[src/rtl/clkdiv_pkg.sv]
// Shared types and helpers for the multi-channel programmable clock divider.
// Used by clkdiv_chan and clkdiv_multi; see clkdiv_chan for the CLKDIV_DUTY50_EN option.
package clkdiv_pkg;

  localparam int DIV_W_DEF = 8;

  typedef enum logic {
    CH_IDLE = 1'b0,
    CH_RUN  = 1'b1
  } chan_state_e;

  // A ratio below 2 cannot produce a distinct high and low phase, so it is lifted to 2.
  function automatic int unsigned clamp_div(input int unsigned v);
    return (v < 32'd2) ? 32'd2 : v;
  endfunction

  // Number of counter states during which the posedge phase flop is high.
  function automatic int unsigned high_cnt(input int unsigned r, input bit duty50);
    if (duty50 && r[0])
      return (r - 32'd1) / 32'd2;
    return (r + 32'd1) / 32'd2;
  endfunction

endpackage

[src/rtl/clkdiv_chan.sv]
// One divider channel: period counter, active/shadow ratio, pending flag and output phase.
// Build option CLKDIV_DUTY50_EN adds a negedge flop that stretches odd ratios to 50% duty.
module clkdiv_chan
  import clkdiv_pkg::*;
#(
  parameter int DIV_W   = DIV_W_DEF,
  parameter int DEF_DIV = 2
) (
  input  logic             clk,
  input  logic             rst_,
  input  logic             en_i,
  input  logic             ld_i,
  input  logic [DIV_W-1:0] div_i,
  output logic             clk_o,
  output logic             tick_o,
  output logic             pend_o
);

  localparam logic [DIV_W-1:0] DEF_R = DIV_W'(clamp_div(DEF_DIV));
`ifdef CLKDIV_DUTY50_EN
  localparam bit DUTY50 = 1'b1;
`else
  localparam bit DUTY50 = 1'b0;
`endif

  chan_state_e      state_q, state_d;
  logic [DIV_W-1:0] cnt_q, cnt_d;
  logic [DIV_W-1:0] r_q, r_d;
  logic [DIV_W-1:0] sh_q, sh_d;
  logic [DIV_W-1:0] div_cl;
  logic [DIV_W-1:0] high;
  logic             pend_q, pend_d;
  logic             pos_q, pos_d;
  logic             wrap;

  assign div_cl = DIV_W'(clamp_div(32'(div_i)));
  assign wrap   = (cnt_q == (r_q - DIV_W'(1)));

  // NOTE: every signal assigned here gets a default first, so no path leaves a latch behind.
  always_comb begin
    state_d = state_q;
    cnt_d   = cnt_q;
    r_d     = r_q;
    pend_d  = pend_q;
    sh_d    = ld_i ? div_cl : sh_q;

    if (!en_i) begin
      // Disabling truncates the period and lets any waiting ratio take effect immediately.
      state_d = CH_IDLE;
      cnt_d   = '0;
      r_d     = sh_d;
      pend_d  = 1'b0;
    end else if (state_q == CH_IDLE) begin
      state_d = CH_RUN;
      cnt_d   = '0;
      r_d     = sh_d;
      pend_d  = 1'b0;
    end else if (wrap) begin
      cnt_d  = '0;
      r_d    = sh_d;
      pend_d = 1'b0;
    end else begin
      cnt_d  = cnt_q + DIV_W'(1);
      pend_d = pend_q | ld_i;
    end

    high  = DIV_W'(high_cnt(32'(r_d), DUTY50));
    pos_d = (state_d == CH_RUN) && (cnt_d < high);
  end

  // NOTE: sequential state uses non-blocking assignments so every flop samples pre-edge values;
  // all registers, including the ratio storage, have a defined reset value.
  always_ff @(posedge clk or negedge rst_) begin
    if (!rst_) begin
      state_q <= CH_IDLE;
      cnt_q   <= '0;
      r_q     <= DEF_R;
      sh_q    <= DEF_R;
      pend_q  <= 1'b0;
      pos_q   <= 1'b0;
    end else begin
      state_q <= state_d;
      cnt_q   <= cnt_d;
      r_q     <= r_d;
      sh_q    <= sh_d;
      pend_q  <= pend_d;
      pos_q   <= pos_d;
    end
  end

  assign tick_o = en_i && (state_q == CH_RUN) && wrap;
  assign pend_o = pend_q;

`ifdef CLKDIV_DUTY50_EN
  logic neg_q;

  // Half-cycle delayed copy of the phase; only odd ratios need the extra half period.
  always_ff @(negedge clk or negedge rst_) begin
    if (!rst_) neg_q <= 1'b0;
    else       neg_q <= pos_q & r_q[0];
  end

  assign clk_o = pos_q | (neg_q & (state_q == CH_RUN));
`else
  assign clk_o = pos_q;
`endif

endmodule

[src/rtl/clkdiv_multi.sv]
// NCH independent programmable integer clock dividers with per-channel tick and pending flag.
// Optional 50% duty for odd ratios is selected with the CLKDIV_DUTY50_EN build macro.
module clkdiv_multi
  import clkdiv_pkg::*;
#(
  parameter int NCH     = 4,
  parameter int DIV_W   = DIV_W_DEF,
  parameter int DEF_DIV = 2
) (
  input  logic                 clk,
  input  logic                 rst_,
  input  logic [NCH-1:0]       en,
  input  logic [NCH-1:0]       ld,
  input  logic [NCH*DIV_W-1:0] div_in,
  output logic [NCH-1:0]       clk_out,
  output logic [NCH-1:0]       tick,
  output logic [NCH-1:0]       pend
);

  for (genvar g = 0; g < NCH; g++) begin : g_chan
    clkdiv_chan #(
      .DIV_W   (DIV_W),
      .DEF_DIV (DEF_DIV)
    ) u_chan (
      .clk    (clk),
      .rst_   (rst_),
      .en_i   (en[g]),
      .ld_i   (ld[g]),
      .div_i  (div_in[g*DIV_W +: DIV_W]),
      .clk_o  (clk_out[g]),
      .tick_o (tick[g]),
      .pend_o (pend[g])
    );
  end

endmodule

[config.mk]
export PLATFORM = sky130hd
export DESIGN_NAME = clkdiv_multi
export DESIGN_NICKNAME = d
export VERILOG_FILES = /design/src/rtl/clkdiv_pkg.sv /design/src/rtl/clkdiv_chan.sv /design/src/rtl/clkdiv_multi.sv
export SDC_FILE = /design/constraint.sdc
export NUM_CORES = 1
export LEC_CHECK = 0
export CAP_MARGIN = 25
export CORE_UTILIZATION = 37
export CTS_BUF_LIST = sky130_fd_sc_hd__clkbuf_4 sky130_fd_sc_hd__clkbuf_8 sky130_fd_sc_hd__clkbuf_16
export CTS_CLUSTER_DIAMETER = 120
export DETAILED_ROUTE_END_ITERATION = 10
export REMOVE_ABC_BUFFERS = 1
export SLEW_MARGIN = 20
export SYNTH_ARGS = -nofsm -noshare
export SYNTH_HDL_FRONTEND = slang
export SYNTH_SLANG_ARGS = --single-unit
export TNS_END_PERCENT = 20
[constraint.sdc]
create_clock -name clk -period 8.5 [get_ports clk]
set_input_delay 2.125 -clock clk [delete_from_list [all_inputs] [get_ports clk]]
set_output_delay 2.125 -clock clk [all_outputs]
set_load 0.01 [all_outputs]
## After elaboration in Yosys (flattened, before gate mapping)

Index checks and enable logic that the tools add are counted.

| word-level totals | value |
|---|---|
| bits in registers | 108 |
| output and inout bits | 12 |
| input bits | 42 |
| logic and storage cells | 112 |

| cells by class | value |
|---|---|
| equality and inequality tests | 4 |
| reductions and logical operators | 12 |
| multiplexer cells | 48 |
| bitwise operators | 4 |
| add/subtract/negate cells | 12 |
| magnitude comparators | 8 |

Operators with widths:

| cell | number |
|---|---|
| two-way mux 8 bit | 32 |
| adder 8 x 1 -> 9 bit (second input constant) | 4 |
| adder 8 x 1 -> 8 bit (second input constant) | 4 |
| == test 8 bit | 4 |
| < comparator 8 x 2 -> 1 bit (second input constant) | 4 |
| < comparator 8 bit | 4 |
| subtractor 8 x 1 -> 8 bit (second input constant) | 4 |
| two-way mux 1 bit | 16 |
| logical AND 1 bit | 12 |
| bitwise OR 1 bit | 4 |

## Depth between registers and ports, before layout

| logic depth | value |
|---|---|
| depth in word-level cells | 9 |
| mapped depth | 23 |
| depth with buffers taken out | 20 |

## Modules after synthesis

A second synthesis with hierarchy kept.

| second synthesis, totals | value |
|---|---|
| cell total of the unflattened synthesis | 784 |
| area, all modules | 7507.2 µm² |

Modules (own cells, without submodules):

| module | sequential area each (µm²) | area an instance (µm²) | instances | cells an instance |
|---|---|---|---|---|
| clkdiv_chan | 678.2 | 1876.8 | 4 | 196 |

## Worst setup path before layout

No wires, ideal clock.

| path | value |
|---|---|
| path kind | input to register |
| from | in div_in[4] |
| to | reg g_chan[0].u_chan.pos_q |
| setup time | 64 ps |
| data arrival time | 4914 ps |
| data required time | 8436 ps |
| slack | 3522 ps |
| stages on the path | 14 |
| buffers on the path | 0 |
| cell sequence | or4_1 -> o41ai_1 -> o22a_1 -> mux2_2 -> ha_1 -> and3_1 -> nand3_1 -> mux2i_1 -> xnor2_1 -> ha_1 -> nand4_1 -> nand4b_1 -> a211oi_1 -> a21o_1 |

| between the ends | value |
|---|---|
| longest elaborated chain between the ends | 9 |

RTL lines:

| item | RTL line | RTL |
|---|---|---|
| start, declared | clkdiv_multi.sv:14 | `input logic [NCH*DIV_W-1:0] div_in,` |
| < comparator 8 x 2 -> 1 bit * | clkdiv_pkg.sv:14 | `return (v < 32'd2) ? 32'd2 : v;` |
| two-way mux 8 bit * | clkdiv_pkg.sv:14 |  |
| two-way mux 8 bit * | clkdiv_chan.sv:45 | `sh_d = ld_i ? div_cl : sh_q;` |
| via g_chan[0].u_chan.sh_d[1] | clkdiv_chan.sv:29 | `logic [DIV_W-1:0] sh_q, sh_d;` |
| two-way mux 8 bit | clkdiv_chan.sv:58 | `end else if (wrap) begin` |
| two-way mux 8 bit | clkdiv_chan.sv:53 | `end else if (state_q == CH_IDLE) begin` |
| two-way mux 8 bit * | clkdiv_chan.sv:47 | `if (!en_i) begin` |
| via g_chan[0].u_chan.r_d[1] | clkdiv_chan.sv:28 | `logic [DIV_W-1:0] r_q, r_d;` |
| adder 8 x 1 -> 9 bit * | clkdiv_pkg.sv:21 | `return (r + 32'd1) / 32'd2;` |
| < comparator 8 bit * | clkdiv_chan.sv:68 | `pos_d = (state_d == CH_RUN) && (cnt_d < high);` |
| logical AND 1 bit * | clkdiv_chan.sv:68 |  |
| via g_chan[0].u_chan.pos_d | clkdiv_chan.sv:33 | `logic pos_q, pos_d;` |
| end signal, assigned | clkdiv_chan.sv:87 | `pos_q <= pos_d;` |
| end, declared | clkdiv_chan.sv:33 |  |

The timed path passes the listed nets; every way through them passes the cells marked *.

## Worst setup path after layout

| path | value |
|---|---|
| from | in div_in[20] |
| to | reg g_chan[2].u_chan.pos_q |

| between the ends | value |
|---|---|
| longest elaborated chain between the ends | 9 |

RTL lines:

| item | RTL line |
|---|---|
| < comparator 8 x 2 -> 1 bit * | clkdiv_pkg.sv:14 |
| two-way mux 8 bit * | clkdiv_pkg.sv:14 |
| two-way mux 8 bit * | clkdiv_chan.sv:45 |
| via g_chan[2].u_chan.sh_d[1] | clkdiv_chan.sv:29 |
| two-way mux 8 bit | clkdiv_chan.sv:58 |
| two-way mux 8 bit | clkdiv_chan.sv:53 |
| two-way mux 8 bit * | clkdiv_chan.sv:47 |
| via g_chan[2].u_chan.r_d[1] | clkdiv_chan.sv:28 |
| adder 8 x 1 -> 9 bit * | clkdiv_pkg.sv:21 |
| < comparator 8 bit * | clkdiv_chan.sv:68 |
| logical AND 1 bit * | clkdiv_chan.sv:68 |
| via g_chan[2].u_chan.pos_d | clkdiv_chan.sv:33 |
| end signal, assigned | clkdiv_chan.sv:87 |
| end, declared | clkdiv_chan.sv:33 |

Marks and branches as above.

==> results.ini <==
[status]
outcome = finished, violations left
failing_checks = DRC

[clock_tree]
clkTransAtPathRegs_ps = 80
tritoncts = done
worst_skew_pair.late_latency_ps = 360
cts_max_level = 3
quantity_of_gates_resized_following_cts = 0
ctsHoldBuffers = 0
post-cts-setup-buffer-count = 0
cts_sinks = 108
numCtsBuffers = 9
clock_path_buffers = 2
root_buffer = clkbuf_16

[logic_synthesis]
synth_compound_area_frac = 0.0802
post_synth_instance_area_sq_mm = 0.00690
synth_edf_count = 0
post_synth_and_or_nand_nor_area_fraction = 0.179
post_synth_fa_ha_maj_area_fraction = 0.0725
yosysSeqAreaShare = 0.393
fraction_of_synthesized_area_in_multiplexers = 0.118
syn-instance-count = 664
synth_ff_type = dfrtp_1
synth_xor_area_frac = 0.110
synth.distinct_cells = 66
synthesis.area_per_instance_sq_um = 10.4
postSynth.asyncResetShare = 1.00
synth_top_family_by_area = simple AND/OR/NAND/NOR gates
netlist_top_cells_area = dfrtp_1, ha_1, xnor2_1
synth_top_area_cell = dfrtp_1
postSynthRegisterBits = 108
yosys_warnings = 0
synth_common_cells = dfrtp_1, xnor2_1, nand3_1
post-synth-top-count-cell = dfrtp_1
area_share_of_the_leading_cell_type_in_the_synthesized_netlist = 0.363

[final_layout]
num-fill-cells = 1715
n_antenna_cell = 0
share_of_cells_above_drive_strength_1 = 0.127
fin_util = 0.429
area_growth_syn_to_layout_pct = 12.7
finish.net_count = 776
post_layout_nonfiller_instances = 928

[detailed_routing]
totalWireLength_microns = 14400
wl_per_cell_microns = 15.5
route.detailed.drc = 6
via_per_inst = 5.36
drt_pre_antenna_iters = 7
route.vias.total = 4973
initial_detailed_routing_violation_count = 192
drt.antenna.violating_nets = 0

[die]
initial_core_util = 0.380
io-pin-count = 54
floorplan.die_area_sq_mm = 0.0192
die_height_microns = 139
die-width_microns = 139
std_cell_rows = 49
coreArea_sq_mm = 0.0181

[sta]
setup_tns_ps = 0
tightestPinTransition_ps = 895
slew_violations = 0
layout_setup_ws_ps = 2860
unrepaired_setup_endpoints_after_global_routing = no
hold_viol = 0
highest_clock_rate_mhz = 177
setup_violations = 0
slew-limit-headroom = 0.403
clock_skew_ps = 11.3
timing.final.crit_period_ps = 5640
layout_worst_path_cycle_share = 0.663

[grt]
grt_overflow = 0
vias_in_the_first_global_route = 5171
grt_max_degree = 66
grt_pass1_wl_microns = 24800
all_layer_global_routing_usage = 0.159
number_of_antenna_violations_at_the_first_check_in_global_routing = 0

[worst_hold_path]
holdCritPathClass = reg2reg

[pwr]
power_switching_uw = 391
vdd_drop_max_mv = 0.115
power.leakage_nw = 3.38
p_seq_frac = 0.467
power_switching_share = 0.302
power_density_mw_per_mm2 = 166
total_power_of_the_final_layout_mw = 1.29
pwr-share-comb = 0.220
power_share_of_the_clock_group = 0.314
p_int_uw = 903

[setup_path]
start_kind = primary input
cp-end-kind = register
cp.required_ps = 8770
path_max_fanout = 5
arrival_ps = 5910
category_of_the_most_critical_setup_path = in2reg

[place]
pre_cts_ws_ps = 2510
hpwl_microns = 10900
place_congestion = 0.860
number_of_cells_in_the_design_after_placement = 912
port-buffer-count = 53

[flow_run]
count_of_maximum_capacitance_violations = 0

-- layer usage --
metal	part of all wire	track usage	vias to the layer above
met4	0.019	0.0580	0
met1	0.46	0.195	2445
met2	0.49	0.276	102
li1	-	-	2399
met5	0	0	-
met3	0.034	0.0311	27
-- cells by family (layout without fill, tap and decap cells) --
family                   after synthesis  in the layout
XOR/XNOR                              87             87
flip-flops                           108            108
AO/OA/AOI/OAI                         74             74
adder cells (fa/ha/maj)               40             40
AND/OR/NAND/NOR                      226            226
buffers and inverters                 58             93
multiplexers                          71             71
-- sequential cells by signal (all words and copies together), names as in the netlist --
signal                 cells
g_chan.u_chan.sh_q        32
g_chan.u_chan.clk_o        4
g_chan.u_chan.state_q      4
g_chan.u_chan.r_q         32
g_chan.u_chan.cnt_q       32
g_chan.u_chan.pend_o       4
-- critical path: stages --
cell and delay (ps):
clkdlybuf4s50_1 420, or4_1 530, o41ai_1 430, o22a_1 260, nand2_1 70, o21ai_0 170, ha_1 340, nand4_1 110
mux2i_1 240, xnor2_1 100, ha_1 190, a21o_1 150, nand2_1 60, nand3b_1 90, a2111oi_0 370, o31ai_1 120
o21ai_0 130
-- path summary, 6_finish.rpt --
check,from,endpoint,slack (ps),cells past startpoint
hold / removal,g_chan[1].u_chan.pend_o$_DFF_PN0_,g_chan[1].u_chan.pend_o$_DFF_PN0_,480,1
setup / recovery,div_in[20],g_chan[2].u_chan.clk_o$_DFF_PN0_,2860,17
setup reg to reg,g_chan[2].u_chan.r_q[1]$_DFF_PN1_,g_chan[2].u_chan.clk_o$_DFF_PN0_,3590,20
max in group asynchronous,rst_,g_chan[3].u_chan.sh_q[7]$_DFF_PN0_,5510,2
hold reg to reg,g_chan[1].u_chan.pend_o$_DFF_PN0_,g_chan[1].u_chan.pend_o$_DFF_PN0_,480,1
min in group asynchronous,rst_,g_chan[0].u_chan.r_q[7]$_DFF_PN0_,1750,1
-- power by group through the flow --
| stage | combinational [mW] | clock [mW] | sequential [mW] |
|---|---|---|---|
| after global placement | 0.278 | 0 | 0.612 |
| final | 0.285 | 0.406 | 0.604 |
| after detailed placement | 0.286 | 0 | 0.613 |
| after global routing | 0.317 | 0.441 | 0.610 |
| after floorplan | 0.198 | 0 | 0.601 |
| after CTS | 0.288 | 0.424 | 0.603 |
-- area by class of cell --
type                    instances  area, sq um  area share
flip-flops and latches        108         2710       0.349
well taps                     229          287      0.0368
multi-input cells             498         3870       0.498
clock inverters                 6         50.0     0.00644
repair buffers                 55          543      0.0698
clock buffers                  10          233      0.0299
inverters                      22         82.6      0.0106
-- layout by cell type (no fill, tap or decap), drive strengths merged, types with 11 or more instances in the layout --
master           n
dfrtp          100
xnor2           56
clkdlybuf4s50   52
mux2            51
nand3           42
ha              40
nor2            39
nand2           34
xor2            31
and2            26
inv             24
mux2i           20
and3            17
a21oi           13
nand4           12
o21ai           11
-- metrics by stage --
step | hold WS, ps | cell area, sq um
6_report | 480 | 7780
5_1_grt | 500 | 7780
4_1_cts | 487 | 7780
3_5_place_dp | 469 | 7490
3_3_place_gp | 464 | 7490
2_1_floorplan | 472 | 6660
Note: power is estimated with default switching activity, not from simulation.
